<file path="src/rtl/apb_ctrl_regfile.sv">
// rtl/apb_ctrl_regfile.sv - APB3 slave control/status register file
// Control regs, status words, sticky IRQs, start pulse, busy cycle counter.
module apb_ctrl_regfile #(
  parameter int          NUM_CTRL    = 4,
  parameter int          NUM_STAT    = 4,
  parameter int          NUM_IRQ     = 8,
  parameter int          WAIT_STATES = 0,
  parameter logic [31:0] ID_VALUE    = 32'h5A5A5A5A
) (
  input  logic                  CLK,
  input  logic                  RESET,
  input  logic [31:0]           PADDR,
  input  logic                  PSEL,
  input  logic                  PENABLE,
  input  logic                  PWRITE,
  input  logic [31:0]           PWDATA,
  output logic                  PREADY,
  output logic                  PSLVERR,
  output logic [31:0]           PRDATA,
  output logic [32*NUM_CTRL-1:0] ctrl_out,
  input  logic [32*NUM_STAT-1:0] stat_in,
  input  logic [NUM_IRQ-1:0]    irq_set,
  input  logic                  busy,
  output logic                  start_pulse,
  output logic                  irq
);

  typedef enum logic {S_IDLE, S_ACCESS} state_t;

  state_t               state_q, state_d;
  logic [3:0]           cnt_q, cnt_d;
  logic [5:0]           addr_q, addr_d;
  logic                 err_q, err_d;
  logic [31:0]          rdata_q, rdata_d;
  logic [31:0]          ctrl_q [NUM_CTRL];
  logic [31:0]          ctrl_d [NUM_CTRL];
  logic [NUM_IRQ-1:0]   irq_stat_q, irq_stat_d;
  logic [NUM_IRQ-1:0]   irq_en_q, irq_en_d;
  logic [31:0]          count_q, count_d;
  logic                 start_q, start_d;

  logic [5:0]           word;
  logic                 setup;
  logic                 commit;
  logic                 dec_err;
  logic [31:0]          rd_mux;
  logic                 unused_paddr;

  assign word         = PADDR[7:2];
  assign unused_paddr = ^{PADDR[31:8], PADDR[1:0]};
  assign setup        = (state_q == S_IDLE) & PSEL & ~PENABLE;
  assign commit       = PREADY & PSEL & PENABLE & PWRITE & ~err_q;

  // Address decode and read mux, evaluated against the live setup-phase address
  always_comb begin
    rd_mux  = '0;
    dec_err = 1'b1;
    case (word)
      6'd0: begin rd_mux = ID_VALUE; dec_err = PWRITE; end
      6'd1: dec_err = 1'b0;
      6'd2: begin rd_mux[NUM_IRQ-1:0] = irq_stat_q; dec_err = 1'b0; end
      6'd3: begin rd_mux[NUM_IRQ-1:0] = irq_en_q; dec_err = 1'b0; end
      6'd4: begin rd_mux = count_q; dec_err = PWRITE; end
      default: ;
    endcase
    for (int i = 0; i < NUM_CTRL; i++) begin
      if (word == 6'(8 + i)) begin
        rd_mux  = ctrl_q[i];
        dec_err = 1'b0;
      end
    end
    for (int j = 0; j < NUM_STAT; j++) begin
      if (word == 6'(16 + j)) begin
        rd_mux  = stat_in[32*j +: 32];
        dec_err = PWRITE;
      end
    end
  end

  always_comb begin
    state_d = state_q;
    case (state_q)
      S_IDLE:   if (setup) state_d = S_ACCESS;
      S_ACCESS: if (!PSEL || (PENABLE && PREADY)) state_d = S_IDLE;
      default:  state_d = S_IDLE;
    endcase
  end

  always_comb begin
    PREADY  = (state_q == S_ACCESS) && (cnt_q == 4'd0);
    PSLVERR = PREADY & err_q;
    PRDATA  = rdata_q;
  end

  always_comb begin
    cnt_d   = cnt_q;
    addr_d  = addr_q;
    err_d   = err_q;
    rdata_d = rdata_q;
    if (setup) begin
      cnt_d   = 4'(WAIT_STATES);
      addr_d  = word;
      err_d   = dec_err;
      rdata_d = dec_err ? 32'd0 : rd_mux;
    end else if (state_q == S_ACCESS && cnt_q != 4'd0) begin
      cnt_d = cnt_q - 4'd1;
    end
  end

  // Register side effects; set beats W1C clear, counter clear beats increment
  always_comb begin
    for (int i = 0; i < NUM_CTRL; i++) begin
      ctrl_d[i] = (commit && addr_q == 6'(8 + i)) ? PWDATA : ctrl_q[i];
    end
    irq_en_d   = (commit && addr_q == 6'd3) ? PWDATA[NUM_IRQ-1:0] : irq_en_q;
    irq_stat_d = irq_stat_q;
    if (commit && addr_q == 6'd2) irq_stat_d = irq_stat_q & ~PWDATA[NUM_IRQ-1:0];
    irq_stat_d = irq_stat_d | irq_set;
    count_d    = count_q;
    if (commit && addr_q == 6'd1 && PWDATA[1]) count_d = 32'd0;
    else if (busy && count_q != 32'hFFFF_FFFF) count_d = count_q + 32'd1;
    start_d    = commit && (addr_q == 6'd1) && PWDATA[0];
  end

  always_ff @(posedge CLK or posedge RESET) begin
    if (RESET) begin
      state_q    <= S_IDLE;
      cnt_q      <= 4'd0;
      addr_q     <= 6'd0;
      err_q      <= 1'b0;
      rdata_q    <= 32'd0;
      for (int i = 0; i < NUM_CTRL; i++) ctrl_q[i] <= 32'd0;
      irq_stat_q <= '0;
      irq_en_q   <= '0;
      count_q    <= 32'd0;
      start_q    <= 1'b0;
    end else begin
      state_q    <= state_d;
      cnt_q      <= cnt_d;
      addr_q     <= addr_d;
      err_q      <= err_d;
      rdata_q    <= rdata_d;
      for (int i = 0; i < NUM_CTRL; i++) ctrl_q[i] <= ctrl_d[i];
      irq_stat_q <= irq_stat_d;
      irq_en_q   <= irq_en_d;
      count_q    <= count_d;
      start_q    <= start_d;
    end
  end

  for (genvar g = 0; g < NUM_CTRL; g++) begin : g_ctrl_out
    assign ctrl_out[32*g +: 32] = ctrl_q[g];
  end

  assign start_pulse = start_q;
  assign irq         = |(irq_stat_q & irq_en_q);

endmodule

</file>
<file path="config.mk">
export PLATFORM = sky130hd
export DESIGN_NAME = apb_ctrl_regfile
export DESIGN_NICKNAME = d
export VERILOG_FILES = /design/src/rtl/apb_ctrl_regfile.sv
export SDC_FILE = /design/constraint.sdc
export NUM_CORES = 1
export LEC_CHECK = 0
export ABC_CLOCK_PERIOD_IN_PS = 11200
export BUFFER_PORTS_ARGS = -buffer_cell sky130_fd_sc_hd__buf_4
export CELL_PAD_IN_SITES_DETAIL_PLACEMENT = 0
export CELL_PAD_IN_SITES_GLOBAL_PLACEMENT = 1
export CORE_ASPECT_RATIO = 0.6
export CORE_MARGIN = 2
export CORE_UTILIZATION = 42
export CTS_CLUSTER_DIAMETER = 200
export DETAILED_ROUTE_END_ITERATION = 8
export PLACE_DENSITY = 0.93
export SKIP_LAST_GASP = 1
export SYNTH_ARGS = -nofsm -noshare
export SYNTH_HDL_FRONTEND = slang
export SYNTH_SLANG_ARGS = --single-unit
</file>
<file path="constraint.sdc">
create_clock -name CLK -period 11.2 [get_ports CLK]
set_clock_uncertainty 0.05 [all_clocks]
set_input_delay 2.24 -clock CLK [delete_from_list [all_inputs] [get_ports CLK]]
set_output_delay 2.24 -clock CLK [all_outputs]
set_load 0.05 [all_outputs]
</file>
Word level (Yosys, flattened, before mapping):

Cells that the tools add are included.

* register bits after elaboration: 221
* input bits: 206
* output and inout port bits: 164
* word-level logic and storage cells: 100

* add/sub/neg operators: 2
* equality and inequality tests: 20
* mux-type cells: 28
* bitwise operators: 14
* reductions and logical operators: 23

Operators by type and width (number)
* 32-bit 2-to-1 mux: 11
* 6-bit by 4-bit equality test with 1-bit output (second input constant): 8
* 24-bit one-hot mux with 2 select lines: 1
* 32-bit by 1-bit adder with 32-bit output (second input constant): 1
* 32-bit != test (second input constant): 1
* 8-bit one-hot mux with 4 select lines: 1
* 6-bit by 2-bit equality test with 1-bit output (second input constant): 4
* 6-bit by 5-bit equality test with 1-bit output (second input constant): 4
* 8-bit bitwise AND: 2
* 1-bit logical AND: 13
* 6-bit by 1-bit equality test with 1-bit output (second input constant): 2
* 1-bit 2-to-1 mux: 10
* 4-bit 2-to-1 mux: 2
* 8-bit 2-to-1 mux: 1
* 8-bit NOT: 1
* 8-bit OR: 1
* 8-bit OR reduction: 1
* 1-bit bitwise AND: 7
* 6-bit by 3-bit equality test with 1-bit output (second input constant): 1
* 6-bit logical NOT: 1
* 4-bit logical NOT: 1
* 1-bit one-hot mux with 2 select lines: 2
* 2-bit nonzero test: 2
* 4-bit nonzero test: 1
* 6 further kinds: 8

Depth between registers and ports, before layout:

* word-level depth: 12
* mapped depth: 9
* mapped depth without buffers: 7

Worst setup path before layout:

OpenSTA, ideal clock, no wires.

* path kind: in2reg
* start: in PADDR[3]
* end: reg rdata_q[6], in the netlist PRDATA[6]
* library setup time: 0.080 ns
* arrival time: 4.033 ns
* required time: 11.070 ns
* path slack: 7.037 ns
* stages: 7
* path buffers: 2
* cell sequence: buf_6 -> or4_1 -> buf_2 -> nor3b_4 -> a222oi_1 -> or4_1 -> o211ai_2

* word-level cells in the longest chain between the ends: 12
* elaborated cells on any way between the ends: 34
* classes of those cells: eq/ne (12); mux (19); reduce/logical (3)

RTL lines
* start: declaration: RTL line 12 `input logic [31:0] PADDR,`
* 6-bit by 2-bit equality test with 1-bit output (tied with other cells): RTL line 58 `case (word)`
* 3-bit OR reduction (no line) or 2-bit OR reduction (tied branches)
* 1-bit one-hot mux with 2 select lines: RTL line 58
* 1-bit 2-to-1 mux (4 in series): RTL line 67 `if (word == 6'(8 + i)) begin`
* 1-bit 2-to-1 mux (4 in series): RTL line 73 `if (word == 6'(16 + j)) begin`
* 32-bit 2-to-1 mux *: RTL line 104 `rdata_d = dec_err ? 32'd0 : rd_mux;`
* end signal: assignment: RTL line 142 `rdata_q <= rdata_d;`
* end: declaration: RTL line 34 `logic [31:0] rdata_q, rdata_d;`

Mark *: on every way between the ends. The rest lies on a longest branch, timed or not.
A chain may end at the register's enable or synchronous reset.

Worst setup path in the final report:

* start: in PADDR[2]
* end: reg rdata_q[7], in the netlist PRDATA[7]

The elaborated chain is that of the path after synthesis.

==> metrics.md <==
| Metric | Value |
|---|---|
| Status | `completed` |
| Dpl cells | `1783` |
| Worst Path Max Fanout | `54` |
| Post-Route WL | `46400 um` |
| Number of flops mapped to enable cells by yosys | `0` |
| Largest stage delay, worst path | `1.07 ns` |
| Initial antenna violation count | `0` |
| Synth Net Count | `1347` |
| Largest net degree at the start of global routing | `149` |
| Multi-input gate area | `0.00597 mm2` |
| Clk slew on worst S/H paths | `0.07 ns` |
| Area share of the largest cell type after synthesis | `46.6%` |
| CP Data Required Time | `11.61 ns` |
| Worst Setup Path Type | `primary input to flop` |
| Boundary Pins | `370` |
| Min Hold Slack | `0.457 ns` |
| GP Congestion | `0.935` |
| CP max-delay cell | `a21oi_2` |
| Cell family with the largest share of critical-path delay | `compound AO/OA/AOI/OAI gates` |
| Via count | `11400` |
| Longest Clk Path Bufs | `3` |
| Worst path bufs/invs | `2` |
| Most common cell in the synthesized netlist | `dfrtp_1` |
| Post-route antenna net violation count | `0` |
| Yosys reg bits | `221` |
| List of most frequent post-synthesis cells | `221 x dfrtp_1, 139 x mux2_2, 112 x nand2_1, 73 x a21oi_1, 60 x clkbuf_1` |
| Worst min-delay path class | `flop to flop` |
| Reg-to-reg slack, setup | `8.37 ns` |
| Synthesized area per cell | `10.4 um2` |
| Vias per inst | `6.24` |
| Max_slew headroom | `14.6%` |
| Crit path capture | `PRDATA[7]$_DFFE_PP0P_` |
| Period utilization | `46.8%` |
| Filler instances | `2357` |
| RSZ-0062 raised after global routing | `no` |
| Critical Path AT | `5.66 ns` |
| Post-CTS sizing | `0` |
| CTS tree | `built` |
| Seq. cell area | `0.00553 mm2` |
| Synthesis Warnings | `0` |
| Initial Utilization | `42.9%` |
| Pre-CTS setup slack | `5.46 ns` |
| Cell taking the most area after synthesis | `dfrtp_1` |
| Wire length per cell | `25.4 um` |
| Worst slew pin tran | `1.28 ns` |
| CTS Buf Count | `23` |
| Final cell count without fillers | `1825` |
| IO buf count | `343` |
| Top FF cell, synth | `dfrtp_1` |
| Detail Placement HPWL | `32500 um` |
| GR Overflow Total | `0` |
| First-pass GRT wire length | `69200 um` |
| Peak Freq | `191 MHz` |
| Share of flip-flops with an asynchronous set or reset | `100%` |
| Final #Nets | `1649` |
| Max-cap violation count | `0` |
| Die area | `0.0297 mm2` |
| Die width | `221 um` |
| R2R Path Start | `cnt_q[0]$_DFFE_PP0P_` |
| Synth cell types | `66` |
| Tot GR Track Use | `30.5%` |
| Syn-to-layout area delta | `30.7%` |
| Setup Fix Bufs, Post-CTS | `0` |
| Antenna diodes | `0` |
| TritonCTS Sinks | `221` |
| Leak | `7.24 nW` |
| FF-to-FF End | `count_q[0]$_DFFE_PP0P_` |
| Vias in the first global route | `11100` |
| Die Ht | `134 um` |
| Core box area | `0.0277 mm2` |
| TritonRoute pass-1 iters | `6` |
| Critical Path, Cell by Cell | `buf_4 -> buf_4 -> nand2b_1 -> a21oi_2 -> a2111oi_0 -> o21ai_0 -> a22o_1` |
| Placement row count | `47` |
| Final TNS setup | `0 ns` |
| Synth Instances | `1139` |
| Pwr per Cell Area | `125 mW/mm2` |
| Peak supply drop | `0.0968 mV` |
| Final hold violations | `0` |
| CTS Hold Bufs | `0` |
| Final setup margin | `5.95 ns` |
| Synth area leaders | `dfrtp_1 47%, mux2_2 13%, nand2_1 3.5%, a21oi_1 3.1%, mux4_2 2.8%` |
| Tmin final | `5.25 ns` |
| CTS H-tree lvls | `1` |
| Iter 0 DRT Violations | `1315` |
| Max Slew Vio Count | `0` |
| Worst-Skew Late Latency | `0.54 ns` |
| Fraction of layout cells with a size suffix above 1 | `39.6%` |
| R2R depth | `6` |
| CP startpoint | `PADDR[2]` |
| Mapped cell area | `0.0119 mm2` |
| Worst setup SP type | `primary input` |
| Critical Path End Type | `flop` |
| Clk root buf | `clkbuf_16` |
| Worst path depth | `7` |
| Sequential share of the synthesized area | `46.6%` |
| Final Setup Violations | `0` |
| Most numerous cell on the critical path | `buf_4` |
| DR DRC count | `0` |
==> state kept, by name (all words and copies together) (netlist names) <==
name	count
count_q	32
addr_q	6
state_q	1
ctrl_out	128
err_q	1
irq_stat_q	8
cnt_q	4
start_pulse	1
irq_en_q	8
PRDATA	32
==> metal layers <==
layer | share of wire [%] | wire length [um] | global-route usage, %
met1 | 42 | 19700 | 43.5
met2 | 44 | 20300 | 44.9
met3 | 11 | 4890 | 7.86
met4 | 3.4 | 1580 | 10.6
met5 | 0 | 0 | 0
==> worst min-delay path, stage by stage, from the launching register on <==
cell and delay [ns]:
dfrtp_1 0.35, a32oi_1 0.06, o21ai_0 0.06
==> cell type report <==
class	instances	area share [%]
inverters	23	0.604
multi-input cells	811	38.5
well taps	367	2.96
flip-flops and latches	221	35.6
repair buffers	361	17.5
clock buffers	29	4.24
clock inverters	13	0.677
==> per-stage QoR <==
| stage | total power, W | area (um2) | utilization, % |
|---|---|---|---|
| 3_5_place_dp | 0.00116 | 14800 | 53.3 |
| 6_report | 0.00194 | 15500 | 56.1 |
| 2_1_floorplan | 0.00103 | 11900 | - |
| 3_3_place_gp | 0.00115 | 14800 | 53.3 |
| 5_1_grt | 0.00200 | 15500 | 56.1 |
| 4_1_cts | 0.00194 | 15500 | 56.1 |
==> placed cells by master, fill, tap and decap left out, types with 6 or more instances in the layout <==
| cell type | instances |
|---|---|
| a22oi_1 | 21 |
| nand3_1 | 18 |
| inv_1 | 21 |
| a22o_1 | 10 |
| nor2b_1 | 11 |
| a221oi_1 | 16 |
| a32oi_1 | 10 |
| nor4_1 | 13 |
| a32o_1 | 9 |
| and3_1 | 9 |
| o221ai_1 | 8 |
| and2_1 | 8 |
| nand2_1 | 111 |
| clkbuf_8 | 6 |
| nor3_1 | 9 |
| mux2_2 | 139 |
| nor2_1 | 38 |
| a21oi_1 | 71 |
| o22ai_1 | 29 |
| nand2b_1 | 31 |
| a2bb2oi_1 | 12 |
| clkinv_2 | 7 |
| o21ai_0 | 58 |
| o31ai_1 | 15 |
| mux2i_1 | 9 |
| nand4_1 | 14 |
| o21a_1 | 7 |
| xnor2_1 | 13 |
| a21o_1 | 8 |
| o211ai_1 | 11 |
| or4_1 | 15 |
| or3_1 | 6 |
| mux4_2 | 15 |
| buf_4 | 361 |
| a31oi_1 | 7 |
| dfrtp_1 | 221 |
| clkbuf_16 | 23 |
| a31o_2 | 6 |
==> kinds of logic after synthesis <==
group           after synthesis  synth area share (%)
mux                         165                  17.0
fa+ha+maj                     2                 0.211
flops                       221                  46.6
simple gates                306                  13.3
xor+xnor                     15                  1.11
buf+inv                     107                  3.57
compound gates              323                  18.3
==> worst min-delay path by stage <==
stage	start	endpoint	slack, ns	cells past startpoint
CTS	PRDATA[24]$_DFFE_PP0P_	PRDATA[24]$_DFFE_PP0P_	0.45	1
floorplan	err_q$_DFFE_PP0P_	err_q$_DFFE_PP0P_	0.42	2
detailed placement	PRDATA[24]$_DFFE_PP0P_	PRDATA[24]$_DFFE_PP0P_	0.43	1
global placement	PRDATA[31]$_DFFE_PP0P_	PRDATA[31]$_DFFE_PP0P_	0.42	2
finish	PRDATA[8]$_DFFE_PP0P_	PRDATA[8]$_DFFE_PP0P_	0.46	2
global route	PRDATA[18]$_DFFE_PP0P_	PRDATA[18]$_DFFE_PP0P_	0.48	1
==> report_power, final <==
part	leakage (nW)	total (W)	switching, W	internal, W
Combinational	3.87	0.000273	0.000159	0.000114
Sequential	2.99	0.000878	0.0000487	0.000830
Clock	0.378	0.000785	0.000344	0.000441
No activity file was read; power rests on OpenSTA's default activity.
